===== src/rtl/ibex_l2_rf_xfer_ctrl_pkg.sv =====
// Shared types for the L2 <-> core register-file context transfer sequencer.
package ibex_l2_rf_xfer_ctrl_pkg;

  localparam int unsigned L2XferAddrW = 5;

  typedef enum logic [1:0] {
    XFER_SPILL = 2'b00,
    XFER_FILL  = 2'b01,
    XFER_SWAP  = 2'b10
  } l2_xfer_op_e;

  typedef enum logic [2:0] {
    ST_IDLE,
    ST_SPILL,
    ST_FILL,
    ST_DRAIN,
    ST_SWAP_RD,
    ST_SWAP_WR
  } l2_xfer_state_e;

  function automatic logic [L2XferAddrW-1:0] xfer_idx_inc(input logic [L2XferAddrW-1:0] idx);
    return idx + L2XferAddrW'(1);
  endfunction

endpackage


===== src/rtl/ibex_l2_rf_xfer_ctrl.sv =====
// Moves whole register contexts between the core RF and the L2 RF (spill, fill, swap).
// x0 is never touched; all outputs are registered and the write enables drop while rst_i is high.
module ibex_l2_rf_xfer_ctrl
  import ibex_l2_rf_xfer_ctrl_pkg::*;
#(
  parameter int unsigned NumWords  = 32,
  parameter int unsigned DataWidth = 32
) (
  input  logic                   clk_i,
  input  logic                   rst_i,
  input  logic                   start_i,
  input  logic [1:0]             op_i,
  output logic                   busy_o,
  output logic                   done_o,
  output logic                   err_o,
  output logic [4:0]             rf_raddr_o,
  input  logic [DataWidth-1:0]   rf_rdata_i,
  output logic [4:0]             rf_waddr_o,
  output logic [DataWidth-1:0]   rf_wdata_o,
  output logic                   rf_we_o,
  output logic [4:0]             l2_addr_o,
  output logic [DataWidth-1:0]   l2_wdata_o,
  input  logic [DataWidth-1:0]   l2_rdata_i,
  output logic                   l2_we_o
);

  localparam logic [L2XferAddrW-1:0] FirstIdx = L2XferAddrW'(1);
  localparam logic [L2XferAddrW-1:0] LastIdx  = L2XferAddrW'(NumWords - 1);

  l2_xfer_state_e             state_q, state_d;
  logic [L2XferAddrW-1:0]     idx_q, idx_d;
  logic                       busy_q, busy_d;
  logic                       done_q, done_d;
  logic                       err_q, err_d;
  logic [L2XferAddrW-1:0]     rf_raddr_q, rf_raddr_d;
  logic [L2XferAddrW-1:0]     rf_waddr_q, rf_waddr_d;
  logic [DataWidth-1:0]       rf_wdata_q, rf_wdata_d;
  logic                       rf_we_q, rf_we_d;
  logic [L2XferAddrW-1:0]     l2_addr_q, l2_addr_d;
  logic [DataWidth-1:0]       l2_wdata_q, l2_wdata_d;
  logic                       l2_we_q, l2_we_d;

  // The write-side output registers double as the single pipeline stage.
  always_comb begin
    state_d    = state_q;
    idx_d      = idx_q;
    busy_d     = 1'b0;
    done_d     = 1'b0;
    err_d      = 1'b0;
    rf_raddr_d = '0;
    rf_waddr_d = '0;
    rf_wdata_d = '0;
    rf_we_d    = 1'b0;
    l2_addr_d  = '0;
    l2_wdata_d = '0;
    l2_we_d    = 1'b0;
    unique case (state_q)
      ST_IDLE: begin
        if (start_i) begin
          case (op_i)
            XFER_SPILL: begin
              state_d    = ST_SPILL;
              idx_d      = FirstIdx;
              busy_d     = 1'b1;
              rf_raddr_d = FirstIdx;
            end
            XFER_FILL: begin
              state_d   = ST_FILL;
              idx_d     = FirstIdx;
              busy_d    = 1'b1;
              l2_addr_d = FirstIdx;
            end
            XFER_SWAP: begin
              state_d    = ST_SWAP_RD;
              idx_d      = FirstIdx;
              busy_d     = 1'b1;
              rf_raddr_d = FirstIdx;
              l2_addr_d  = FirstIdx;
            end
            default: begin
              done_d = 1'b1;
              err_d  = 1'b1;
            end
          endcase
        end
      end
      ST_SPILL: begin
        busy_d     = 1'b1;
        l2_we_d    = 1'b1;
        l2_addr_d  = idx_q;
        l2_wdata_d = rf_rdata_i;
        if (idx_q == LastIdx) begin
          state_d = ST_DRAIN;
        end else begin
          idx_d      = xfer_idx_inc(idx_q);
          rf_raddr_d = xfer_idx_inc(idx_q);
        end
      end
      ST_FILL: begin
        busy_d     = 1'b1;
        rf_we_d    = 1'b1;
        rf_waddr_d = idx_q;
        rf_wdata_d = l2_rdata_i;
        if (idx_q == LastIdx) begin
          state_d = ST_DRAIN;
        end else begin
          idx_d     = xfer_idx_inc(idx_q);
          l2_addr_d = xfer_idx_inc(idx_q);
        end
      end
      ST_DRAIN: begin
        state_d = ST_IDLE;
        idx_d   = '0;
        done_d  = 1'b1;
      end
      // Both read values are held in the write registers, so the exchange needs no temp.
      ST_SWAP_RD: begin
        state_d    = ST_SWAP_WR;
        busy_d     = 1'b1;
        l2_we_d    = 1'b1;
        l2_addr_d  = idx_q;
        l2_wdata_d = rf_rdata_i;
        rf_we_d    = 1'b1;
        rf_waddr_d = idx_q;
        rf_wdata_d = l2_rdata_i;
      end
      ST_SWAP_WR: begin
        if (idx_q == LastIdx) begin
          state_d = ST_IDLE;
          idx_d   = '0;
          done_d  = 1'b1;
        end else begin
          state_d    = ST_SWAP_RD;
          idx_d      = xfer_idx_inc(idx_q);
          busy_d     = 1'b1;
          rf_raddr_d = xfer_idx_inc(idx_q);
          l2_addr_d  = xfer_idx_inc(idx_q);
        end
      end
      default: state_d = ST_IDLE;
    endcase
  end

  always_ff @(posedge clk_i) begin
    if (rst_i) begin
      state_q    <= ST_IDLE;
      idx_q      <= '0;
      busy_q     <= 1'b0;
      done_q     <= 1'b0;
      err_q      <= 1'b0;
      rf_raddr_q <= '0;
      rf_waddr_q <= '0;
      rf_wdata_q <= '0;
      rf_we_q    <= 1'b0;
      l2_addr_q  <= '0;
      l2_wdata_q <= '0;
      l2_we_q    <= 1'b0;
    end else begin
      state_q    <= state_d;
      idx_q      <= idx_d;
      busy_q     <= busy_d;
      done_q     <= done_d;
      err_q      <= err_d;
      rf_raddr_q <= rf_raddr_d;
      rf_waddr_q <= rf_waddr_d;
      rf_wdata_q <= rf_wdata_d;
      rf_we_q    <= rf_we_d;
      l2_addr_q  <= l2_addr_d;
      l2_wdata_q <= l2_wdata_d;
      l2_we_q    <= l2_we_d;
    end
  end

  assign busy_o     = busy_q;
  assign done_o     = done_q;
  assign err_o      = err_q;
  assign rf_raddr_o = rf_raddr_q;
  assign rf_waddr_o = rf_waddr_q;
  assign rf_wdata_o = rf_wdata_q;
  assign l2_addr_o  = l2_addr_q;
  assign l2_wdata_o = l2_wdata_q;
  // A reset aborts at once: the write pending in the reset cycle must not land.
  assign rf_we_o    = rf_we_q & ~rst_i;
  assign l2_we_o    = l2_we_q & ~rst_i;

endmodule


===== config.mk =====
export PLATFORM = sky130hd
export DESIGN_NAME = ibex_l2_rf_xfer_ctrl
export DESIGN_NICKNAME = d
export VERILOG_FILES = /design/src/rtl/ibex_l2_rf_xfer_ctrl_pkg.sv /design/src/rtl/ibex_l2_rf_xfer_ctrl.sv
export SDC_FILE = /design/constraint.sdc
export NUM_CORES = 1
export LEC_CHECK = 0
export CAP_MARGIN = 20
export CELL_PAD_IN_SITES_DETAIL_PLACEMENT = 1
export CELL_PAD_IN_SITES_GLOBAL_PLACEMENT = 2
export CORE_ASPECT_RATIO = 1.1
export CORE_UTILIZATION = 23
export DETAILED_ROUTE_END_ITERATION = 12
export PLACE_DENSITY = 0.81
export SKIP_CTS_REPAIR_TIMING = 1
export SLEW_MARGIN = 15
export SYNTH_ARGS = -nofsm -noshare
export SYNTH_HDL_FRONTEND = slang
export SYNTH_SLANG_ARGS = --single-unit

===== constraint.sdc =====
create_clock -name clk_i -period 2.3 [get_ports clk_i]
set_clock_uncertainty 0.2 [all_clocks]
set_input_delay 0.46 -clock clk_i [delete_from_list [all_inputs] [get_ports clk_i]]
set_output_delay 0.46 -clock clk_i [all_outputs]
set_load 0.02 [all_outputs]

==> run metrics <==
status=finished, final reports clean; worst vdd ir=0.0002598 V; Clock Tree Buf Depth=2; Hold EP=rf_waddr_o[4]; Synth area leader=dfxtp_1; Rel. slew slack=68.13%; gr ovfl total=0; first-pass GRT wire length=14.86 mm; PwrDens=669.6 nW/um^2; Yosys top cell area share=57.32%; routed vias=2,710; Worst R2R Setup Slack=210 ps; core area=13,430 um^2; fraction of layout instances using a drive strength above 1=8.686%; hold_ws=322.0 ps; CP endpoint kind=flop; leading cell types by count after synthesis=dfxtp_1 (92), and2_1 (70), a21oi_1 (12); CP arrival=2160 ps; r2r endpoint=idx_q[2]; die footprint=14,450 um^2; async set-reset flop share out of synthesis=0%; RSZ-0062 raised after global routing=no; Synth Cell Area=3213 um^2; clock edge transition at the registers on the reported setup and hold paths=70 ps; IO Pins=153; post-route ant nets=0; input/output buffers=152; hpwl dp=6.994 mm; Cell variety after synth=49; Worst Reg2Reg Path Length in Cells=6; TritonCTS buffer count=9; worst hold stages=2; Post-synth EDFFs=0; initial core utilization=23.92%; largest net degree at the start of global routing=38; CP Launch Point=idx_q[0]; top-count cell post-synth=dfxtp_1; yosys warns=0; Synth area leaders=dfxtp_1 (57%), and2_1 (14%), ha_1 (3.1%); area added between synthesis and finish=64.80%; Clk Latency, worst-skew pair=340 ps; CTS H-tree lvls=3; Die W=114.7 um; GR met2 Demand/Resource=23.78%; 1st-pass router iterations=4; Total GRT Usage=13.43%; Lkg Pwr=2.068 nW; met3 global-route usage=4.235%; GRT busiest layer=met2; antenna cells=0; Critical Path RT=2380 ps; RR Startpoint=idx_q[0]; # Max-Cap Violations=0; syn nets=382; Root Buffer=clkbuf_16; final core occ=39.42%; layout net count=545; Mean Syn Cell Area=10.53 um^2; initial antenna violation count=0; CP Max Fanout=7; post-route setup TNS=0 ps; DR vias/cell=4.131; CTS tree=built; vias in the first global route=2,882; Hold/Removal Path Class=reg2reg; fillcell total=1,519; Synth Register Bits=92; number of remaining DRC errors=0; # rows=44; Worst Hold Launch=idx_q[4]; Period minus WS final=2087 ps; sequential fraction of the synthesis area=57.32%; Die Y-Extent=126.0 um; final critical-path share of the clock period=90.75%; met1 usage=14.63%; Starting DRT DRC Count=88; Synth Instances=305; dominant synthesized flop cell=dfxtp_1; Max Freq=479.1 MHz; Wirelength per Cell=14.29 um; wirelength, routed=9.373 mm; Worst-Margin Slew=477.4 ps; CP startpoint kind=flop; Final Max Slew Viols=0; count of final hold-check violations=0; clock sinks=92; Setup CP Type=reg2reg; endpoints failing setup=0; Placer Congestion=0.7786
per-layer routing:
layer	part of all wire, %	vias to the layer above
li1	-	1338
met1	40	1260
met2	50	95
met3	7.4	17
met4	2.2	0
met5	0	-
through the flow:
| step | area (um^2) | instances | power, W | setup WS (ps) |
|---|---|---|---|---|
| floorplan | 3213 | 305 | 0.001959 | 348.1 |
| global placement | 5031 | 641 | 0.002250 | -143.6 |
| detailed placement | 5031 | 641 | 0.002262 | -130.9 |
| CTS | 5290 | 656 | 0.003628 | -143.1 |
| global route | 5295 | 656 | 0.003724 | 60.45 |
| finish | 5295 | 656 | 0.003546 | 212.8 |
layout make-up:
type / count / area [um^2] / share of cell area, %
inverters: 7 / 26.28 / 0.4962
repair buffers: 169 / 1679 / 31.71
flip-flops and latches: 92 / 1842 / 34.78
multi-input cells: 189 / 1259 / 23.77
well taps: 184 / 230.2 / 4.348
clock inverters: 4 / 26.28 / 0.4962
clock buffers: 11 / 232.7 / 4.395
worst max-delay path by stage:
stage,depth (start not counted),endpoint,slack (ps)
2_1_floorplan,8,idx_q[0],350
3_3_place_gp,3,l2_we_o,-140
3_5_place_dp,3,l2_we_o,-130
4_1_cts,3,l2_we_o,-140
5_1_grt,6,idx_q[2],60
6_report,6,idx_q[2],210
where the power goes:
group | total, W | switching, W | internal [W]
Combinational | 0.000534 | 0.000239 | 0.000295
Clock | 0.00132 | 0.000597 | 0.000727
Sequential | 0.00169 | 0.0000294 | 0.00166
worst max-delay path, cell delays in order (launching register included):
cell	delay, ps
dfxtp_1	320
ha_1	220
and3_1	220
ha_1	300
o32ai_1	500
nand4_1	160
nand3_1	110
logic make-up (layout without fill, tap and decap cells):
group	count (synthesis)	count (layout)	share of synthesized area (%)
AND/OR/NAND/NOR	135	135	25.55
buffers and inverters	24	191	3.504
adder cells (fa/ha/maj)	8	8	3.115
flip-flops	92	92	57.32
AO/OA/AOI/OAI	43	43	9.697
XOR/XNOR	3	3	0.8179
cell usage in the layout, fill, tap and decap left out, types with 3 or more instances in the layout:
cell,instances
or2_2,5
clkdlybuf4s50_1,150
a31oi_1,3
o21ai_0,6
a211oi_1,3
dfxtp_1,92
nor3_1,8
clkbuf_16,9
nand3_1,4
and2_1,70
or3_1,3
nand2b_1,7
nor2_1,7
inv_1,6
buf_4,15
nand2_1,8
nand3b_1,3
xnor2_1,3
nor2b_1,9
ha_1,8
a21oi_1,12
state kept, by name, summed over array words and instances (netlist names):
signal      cells
rf_raddr_o      5
busy_o          1
rf_waddr_o      5
l2_wdata_o     32
rf_wdata_o     32
done_o          1
l2_we_q         1
state_q         3
err_o           1
idx_q           5
l2_addr_o       5
rf_we_q         1
No activity file was read; power rests on OpenSTA's default activity.
